===== config.mk =====
export PLATFORM = sky130hd
export DESIGN_NAME = pingpong_sched
export DESIGN_NICKNAME = d
export VERILOG_FILES = /design/src/rtl/pingpong_pkg.sv /design/src/rtl/pp_stage_launcher.sv /design/src/rtl/pingpong_sched.sv
export SDC_FILE = /design/constraint.sdc
export NUM_CORES = 1
export LEC_CHECK = 0
export ABC_AREA = 1
export BUFFER_PORTS_ARGS = -buffer_cell sky130_fd_sc_hd__buf_2
export CORE_UTILIZATION = 56
export CTS_BUF_LIST = sky130_fd_sc_hd__clkbuf_8
export DETAILED_ROUTE_END_ITERATION = 7
export GPL_TIMING_DRIVEN = 0
export PLACE_DENSITY_LB_ADDON = 0.3
export SLEW_MARGIN = 20
export SYNTH_ARGS = -nofsm -noshare
export SYNTH_HDL_FRONTEND = slang
export SYNTH_SLANG_ARGS = --single-unit

===== constraint.sdc =====
create_clock -name ap_clk -period 1.45 [get_ports ap_clk]
set_input_delay 0.145 -clock ap_clk [delete_from_list [all_inputs] [get_ports ap_clk]]
set_output_delay 0.145 -clock ap_clk [all_outputs]
set_load 0.02 [all_outputs]

===== src/rtl/pingpong_pkg.sv =====
// Shared types and constants for the ping-pong buffer scheduler.
package pingpong_pkg;

  // Top-level run sequencing.
  typedef enum logic [1:0] {
    S_IDLE = 2'd0,
    S_RUN  = 2'd1,
    S_DONE = 2'd2
  } top_state_e;

  // Per-child launch state.
  typedef enum logic {
    X_IDLE = 1'b0,
    X_BUSY = 1'b1
  } side_state_e;

  localparam int NUM_BANKS = 2;

endpackage


===== src/rtl/pp_stage_launcher.sv =====
// Drives one ap_ctrl_chain child: holds start until ready, acks done for one
// cycle and reports the completion to the bookkeeping logic in the parent.
module pp_stage_launcher
  import pingpong_pkg::*;
(
  input  logic clk_i,
  input  logic rst_i,
  input  logic launch_ok_i,
  input  logic ready_i,
  input  logic done_i,
  output logic start_o,
  output logic continue_o,
  output logic done_evt_o
);

  side_state_e state_q, state_d;

  // State register.
  always_ff @(posedge clk_i) begin
    // NOTE: non-blocking assignments for state keep every flop updating from
    // pre-edge values, independent of block ordering in the simulator.
    if (rst_i) state_q <= X_IDLE;
    else       state_q <= state_d;
  end

  // Next state: a single-stage child (ready together with done) never
  // enters X_BUSY.
  always_comb begin
    // NOTE: assigning a default first means no path leaves state_d unassigned,
    // so no latch is inferred.
    state_d = state_q;
    case (state_q)
      X_IDLE:  if (launch_ok_i && ready_i && !done_i) state_d = X_BUSY;
      X_BUSY:  if (done_i) state_d = X_IDLE;
      default: state_d = X_IDLE;
    endcase
  end

  // Outputs: done seen in X_IDLE without an accepted launch is not acked, and
  // nothing is driven while reset is asserted.
  always_comb begin
    start_o    = 1'b0;
    done_evt_o = 1'b0;
    if (!rst_i) begin
      case (state_q)
        X_IDLE: begin
          start_o    = launch_ok_i;
          done_evt_o = launch_ok_i && ready_i && done_i;
        end
        X_BUSY:  done_evt_o = done_i;
        default: ;
      endcase
    end
  end

  assign continue_o = done_evt_o;

endmodule


===== src/rtl/pingpong_sched.sv =====
// Sequences a producer and a consumer stage over a two-bank ping-pong buffer.
// Full flags behave as a 2-entry FIFO: the producer stalls while both banks
// are full, the consumer stalls while its bank is empty. One top-level start
// runs NUM_FRAMES frames; 2**CNT_W must exceed NUM_FRAMES.
module pingpong_sched
  import pingpong_pkg::*;
#(
  parameter int NUM_FRAMES = 8,
  parameter int CNT_W      = 4
) (
  input  logic ap_clk,
  input  logic ap_rst,
  input  logic ap_start,
  output logic ap_done,
  input  logic ap_continue,
  output logic ap_idle,
  output logic ap_ready,
  output logic prod_ap_start,
  input  logic prod_ap_ready,
  input  logic prod_ap_done,
  output logic prod_ap_continue,
  output logic prod_bank,
  output logic cons_ap_start,
  input  logic cons_ap_ready,
  input  logic cons_ap_done,
  output logic cons_ap_continue,
  output logic cons_bank
);

  localparam logic [CNT_W-1:0] LAST_CNT = CNT_W'(NUM_FRAMES);

  top_state_e           state_q, state_d;
  logic [NUM_BANKS-1:0] full_q, full_d;
  logic                 prod_bank_q, prod_bank_d;
  logic                 cons_bank_q, cons_bank_d;
  logic [CNT_W-1:0]     prod_cnt_q, prod_cnt_d;
  logic [CNT_W-1:0]     cons_cnt_q, cons_cnt_d;
  logic                 run, prod_ok, cons_ok, prod_evt, cons_evt;

  // Top FSM state register.
  always_ff @(posedge ap_clk) begin
    if (ap_rst) state_q <= S_IDLE;
    else        state_q <= state_d;
  end

  // Top FSM next state; ap_start outside S_IDLE has no effect.
  always_comb begin
    state_d = state_q;
    case (state_q)
      S_IDLE:  if (ap_start) state_d = S_RUN;
      S_RUN:   if (cons_cnt_q == LAST_CNT) state_d = S_DONE;
      S_DONE:  if (ap_continue) state_d = S_IDLE;
      default: state_d = S_IDLE;
    endcase
  end

  // Top FSM outputs and launch permissions for each side.
  always_comb begin
    ap_idle  = (state_q == S_IDLE) && !ap_start;
    ap_ready = !ap_rst && (state_q == S_IDLE) && ap_start;
    ap_done  = !ap_rst && (state_q == S_DONE);
    run      = !ap_rst && (state_q == S_RUN);
    prod_ok  = run && (prod_cnt_q < LAST_CNT) && !full_q[prod_bank_q];
    cons_ok  = run && full_q[cons_bank_q];
  end

  pp_stage_launcher u_prod (
    .clk_i       (ap_clk),
    .rst_i       (ap_rst),
    .launch_ok_i (prod_ok),
    .ready_i     (prod_ap_ready),
    .done_i      (prod_ap_done),
    .start_o     (prod_ap_start),
    .continue_o  (prod_ap_continue),
    .done_evt_o  (prod_evt)
  );

  pp_stage_launcher u_cons (
    .clk_i       (ap_clk),
    .rst_i       (ap_rst),
    .launch_ok_i (cons_ok),
    .ready_i     (cons_ap_ready),
    .done_i      (cons_ap_done),
    .start_o     (cons_ap_start),
    .continue_o  (cons_ap_continue),
    .done_evt_o  (cons_evt)
  );

  // Bank bookkeeping: completions fill/free the current bank and toggle it;
  // simultaneous completions always target different banks.
  always_comb begin
    full_d      = full_q;
    prod_bank_d = prod_bank_q;
    cons_bank_d = cons_bank_q;
    prod_cnt_d  = prod_cnt_q;
    cons_cnt_d  = cons_cnt_q;
    if (ap_ready) begin
      prod_cnt_d = '0;
      cons_cnt_d = '0;
    end
    if (prod_evt) begin
      full_d[prod_bank_q] = 1'b1;
      prod_bank_d         = ~prod_bank_q;
      if (prod_cnt_q < LAST_CNT) prod_cnt_d = prod_cnt_q + CNT_W'(1);
    end
    if (cons_evt) begin
      full_d[cons_bank_q] = 1'b0;
      cons_bank_d         = ~cons_bank_q;
      if (cons_cnt_q < LAST_CNT) cons_cnt_d = cons_cnt_q + CNT_W'(1);
    end
  end

  // Bookkeeping registers.
  always_ff @(posedge ap_clk) begin
    if (ap_rst) begin
      full_q      <= '0;
      prod_bank_q <= 1'b0;
      cons_bank_q <= 1'b0;
      prod_cnt_q  <= '0;
      cons_cnt_q  <= '0;
    end else begin
      full_q      <= full_d;
      prod_bank_q <= prod_bank_d;
      cons_bank_q <= cons_bank_d;
      prod_cnt_q  <= prod_cnt_d;
      cons_cnt_q  <= cons_cnt_d;
    end
  end

  assign prod_bank = prod_bank_q;
  assign cons_bank = cons_bank_q;

endmodule


-- Word level (Yosys, flattened, before mapping)
Cells that the tools add are included.
W data, S select, Z words.
- register bits after elaboration: 16
- input port bits: 8
- $add $sub $neg: 2
- $lt $le $gt $ge: 6
- equality and inequality tests: 6
- mux-type cells: 34
- bitwise gates (word level): 7
- reduce and logical (&&, ||, !) cells: 23
- operator list (cell ; count):
    $mux W4 ; 6
    $logic_and A1 B1 Y1 ; 16
    $mux W1 ; 16
    $mux W2 ; 5
    $add A4 B1 Y4 const B ; 2
    $lt A4 B4 Y1 const B ; 2
    $pmux W1 S2 ; 4
    $ne A2 B2 Y1 const B ; 3
    $pmux W2 S3 ; 1
    $logic_not A1 Y1 ; 5
    $eq A4 B4 Y1 const B ; 1
    $lt A1 B2 Y1 const B ; 2
    $not A1 Y1 ; 4
    $reduce_and A3 Y1 ; 1
    $and A2 B2 Y2 ; 1
    $demux W1 S1 ; 2
    $eq A2 B1 Y1 const B ; 1
    $eq A2 B2 Y1 const B ; 1
    $ge A1 B1 Y1 const B ; 2
    $logic_not A2 Y1 ; 1
    $not A2 Y2 ; 1
    $or A2 B2 Y2 ; 1

-- Depth between registers and ports, before layout
- word-level depth: 11
- mapped depth: 9
- gate-level depth less buffers: 9

-- Hierarchy
A second synthesis with hierarchy kept.
- cell total of the unflattened synthesis: 123
- area, all modules: 824.5 um2
- modules (own cells, without submodules) (module ; instances ; cells an instance ; area each (um2)):
    pingpong_sched ; 1 ; 97 ; 684.4
    pp_stage_launcher ; 2 ; 13 ; 70.1

-- Worst setup path before layout
OpenSTA, ideal clock, no wires.
- path kind: register -> register
- from: reg prod_bank_q (netlist: prod_bank)
- to: reg prod_bank_q (netlist: prod_bank)
- setup time: 0.062 ns
- arrival: 1.208 ns
- setup slack: 0.180 ns
- stages on the path, launching flop included: 9
- buffers on the path: 0
- cell sequence: dfxtp_1 -> nor2_1 -> nor2_2 -> nand3_2 -> nand2_4 -> nand2_4 -> inv_2 -> nor2_1 -> nor2_2
- word-level cells in the longest chain between the ends: 8
- elaborated cells on any way between the ends: 9
- those cells by class: mux (4); bitwise (1); reduce/logical (4)
- ends and longest elaborated chain (element ; line ; RTL):
    start: declaration ; pingpong_sched.sv:34 ; logic prod_bank_q, prod_bank_d;
    start signal: assignment ; pingpong_sched.sv:123 ; prod_bank_q <= prod_bank_d;
    $mux W1 (not written as such) (2 in a row) ; pingpong_sched.sv:63 ; prod_ok = run && (prod_cnt_q < LAST_CNT) && !full_q[prod_bank_q];
    $logic_not A1 Y1 ; pingpong_sched.sv:63 ;
    $logic_and A1 B1 Y1 ; pingpong_sched.sv:63 ;
    $logic_and A1 B1 Y1 (2 in a row) ; pp_stage_launcher.sv:48 ; done_evt_o = launch_ok_i && ready_i && done_i;
    $pmux W1 S2 ; pp_stage_launcher.sv:45 ; case (state_q)
    $mux W1 ; pp_stage_launcher.sv:44 ; if (!rst_i) begin
    named net prod_ap_continue ; pingpong_sched.sv:21 ; output logic prod_ap_continue,
The timed path passes the listed nets, and every way through them passes these cells. The select of a mux whose other input is x is not followed.
A chain may end at the register's enable or synchronous reset.

-- Final worst setup path
- from: reg cons_bank_q (netlist: cons_bank)
- to: out cons_ap_continue
- word-level cells in the longest chain between the ends: 7
- ends and longest elaborated chain (element ; line ; RTL):
    start: declaration ; pingpong_sched.sv:35 ; logic cons_bank_q, cons_bank_d;
    start signal: assignment ; pingpong_sched.sv:124 ; cons_bank_q <= cons_bank_d;
    $mux W1 (not written as such) (2 in a row) ; pingpong_sched.sv:64 ; cons_ok = run && full_q[cons_bank_q];
    $logic_and A1 B1 Y1 ; pingpong_sched.sv:64 ;
    $logic_and A1 B1 Y1 (2 in a row) ; pp_stage_launcher.sv:48 ;
    $pmux W1 S2 ; pp_stage_launcher.sv:45 ;
    $mux W1 ; pp_stage_launcher.sv:44 ;
    end: declaration ; pingpong_sched.sv:26 ; output logic cons_ap_continue,
Every way passes these cells. The select of a mux whose other input is x is not followed.

==> results.py <==
metrics = {
    "synthesis": {
        "syn_area_um2": 985,
        "synth_top_cell_by_area": "dfxtp_1",
        "synth_edf_count": 0,
        "syn_avg_cell_area_um2": 6.48,
        "synth_seq_area_share_pct": 32.5,
        "yosys_register_bits": 16,
        "synth_area_leaders": "dfxtp_1, nand2_1, inv_1, nand3_1, a21oi_1",
        "synth_nets": 163,
        "synthArstFlopShare_pct": 0,
        "synth_top_flop_cell": "dfxtp_1",
        "synth_cell_types": 20,
        "synth_top_cells_by_count": "nand2_1, inv_1, dfxtp_1, nand3_1, a21oi_1",
        "syn_inst": 152,
        "synth.most_common_cell": "nand2_1",
        "ys_warn_count": 0,
        "netlist.area_leader.share_pct": 32.5,
    },
    "timing": {
        "rsz0062_at_grt": "true",
        "whs_ns": 0.0539,
        "hold_viol": 0,
        "tns_ns": -0.0229,
        "max_freq_mhz": 679,
        "worst_slack_ns": -0.0229,
        "layout_min_cycle_time_ns": 1.47,
        "finalClockSkew_ns": 0.00139,
        "maxSlewHeadroom_pct": 63.1,
        "post-route-period-util_pct": 102,
        "tightestPinTransition_ns": 0.551,
        "maxSlewViolCount": 0,
        "setup_viol": 1,
    },
    "cts": {
        "path_clk_slew_ns": 0.06,
        "root_buffer": "clkbuf_8",
        "clock_latency_ns": 0.25,
        "tritoncts": "built",
        "cts_sinks": 16,
        "numCtsBuffers": 3,
        "clock_tree.buffer_depth": 2,
        "htreeDepth": 1,
    },
    "global_route": {
        "grt_overflow": 0,
        "grt_max_degree": 11,
        "grt_usage_pct": 26.7,
        "antenna_found_initial": 0,
        "grt_pass1_wl_um": 3770,
        "grt_pass1_vias": 904,
    },
    "critical_path": {
        "max_stage_delay_ns": 0.41,
        "start_kind": "register",
        "cp.depth": 8,
        "worst_ep_arrival_time_ns": 1.33,
        "cp.required_ns": 1.31,
        "crit_top_cell": "nand2_1",
        "worstSetupPathType": "reg -> out",
        "path_max_fanout": 5,
        "startpoint": "cons_bank",
        "endpoint_kind": "output pin",
        "crit_chain": "inv_1 > nand2_1 > nand2_1 > nand3_2 > nand2_4 > nand3_4 > inv_2 > buf_6",
        "regToRegEndpoint": "prod_bank",
        "critPathCapture": "cons_ap_continue",
        "r2r_slack_ns": 0.04,
        "rr_startpoint": "state_q[1]",
        "ff2ff_path_depth": 10,
        "critPathTopFamily": "flip-flops",
        "cp_num_buf_inv": 3,
        "crit_slowest_cell": "dfxtp_1",
    },
    "floorplan": {
        "core_area_um2": 1580,
        "die_h_um": 43.9,
        "die_x_um": 43.9,
        "ios": 17,
        "start_util_pct": 62.5,
        "rows": 14,
        "die_area_um2": 1930,
    },
    "placed_design": {
        "post-place-ws_ns": 0.0944,
        "gp_congestion": 0.802,
        "dpl.hpwl_um": 1610,
        "portBuffers": 15,
        "dp_cells": 183,
        "place_area_um2": 1080,
    },
    "routing": {
        "drt_iter0_markers": 42,
        "antenna_left": 0,
        "vias": 1067,
        "via_per_inst": 5.53,
        "drt-pass1-iter-count": 6,
        "wl_um": 2470,
        "drc": 0,
        "wl_per_cell_um": 12.8,
    },
    "finish": {
        "fin_util_pct": 77.9,
        "antennaDiodeCount": 0,
        "final_cells": 193,
        "syn2layout_area_growth_pct": 24.8,
        "nets": 190,
        "final_area_um2": 1230,
        "drive_above_1_share_pct": 28.2,
    },
    "min_path": {
        "min_from": "prod_ap_done",
        "hp-class": "in -> reg",
    },
    "power_and_ir_drop": {
        "pwr_density_cell_nw_per_um2": 770,
        "finalPower_mw": 0.946,
        "ir_drop_mv": 0.664,
        "leakage_nw": 0.637,
    },
    "status": {
        "status": "finished, violations left",
        "violations": "setup timing",
    },
    "run": {
        "cap_violations": 0,
    },
}
[cells in the final DEF (no fill, tap or decap), drive strengths merged]
cell and count:
o21ai 1, buf 25, nand3 19, dfxtp 16, nand2 45, ha 3
xor2 2, nand3b 1, or2 1, inv 24, clkbuf 4, nor3 3
nor2 14, a21oi 14, nand4 5
[how the worst min path moves through the flow]
stage / cells after the start / endpoint
after floorplan: 1 / u_prod.state_q
after global placement: 2 / u_prod.state_q
after detailed placement: 2 / u_prod.state_q
after CTS: 2 / u_prod.state_q
after global routing: 2 / u_prod.state_q
final: 2 / u_prod.state_q
[routing by layer]
metal	part of all wire (%)	vias to the layer above	GRT usage (%)	routed length [µm]
li1	-	539	-	-
met1	42	491	34.3	1040
met2	52	30	43.9	1290
met3	3.3	7	3.75	81
met4	2.2	0	12.7	54
met5	0	-	0	0
[area by class of cell]
cell class                 count  area (µm²)
multi-input combinational    108         583
fill                         114         348
sequential                    16         329
timing repair buffer          22         140
inverter                      24        90.1
clock buffer                   3        41.3
buffer                         4        25.0
tap                           16        20.0
[worst reg2reg max path, delay by kind of cell, from the launching register on]
family                 cells  cell delay, ns
and+or+nand+nor            7            0.67
DFF                        1            0.34
buffers and inverters      3            0.31
[registers in the layout (all words and copies together), names as in the netlist]
signal and flops:
cons_cnt_q 4, u_cons.state_q 1, u_prod.state_q 1, prod_cnt_q 4, state_q 2, cons_bank 1, prod_bank 1, full_q 2
[power by group]
part	internal, mW	total (mW)	switching (mW)
logic	0.0522	0.142	0.0898
clock network	0.185	0.346	0.161
registers	0.447	0.458	0.0113
[cell families after synthesis]
group / synth area share [%]
buffers and inverters: 11.7
adder cells (fa/ha/maj): 3.81
XOR/XNOR: 1.78
AND/OR/NAND/NOR: 42.6
AO/OA/AOI/OAI: 7.62
flip-flops: 32.5
[what timing repair did]
action                                  in CTS  in global routing
buffers inserted                             4                  3
pin swaps                                    4                  6
hold buffers                                 0                  0
endpoints found under the setup margin       3                  3
gates resized for setup                     10                  9
Power figures use the tool's default switching activity.
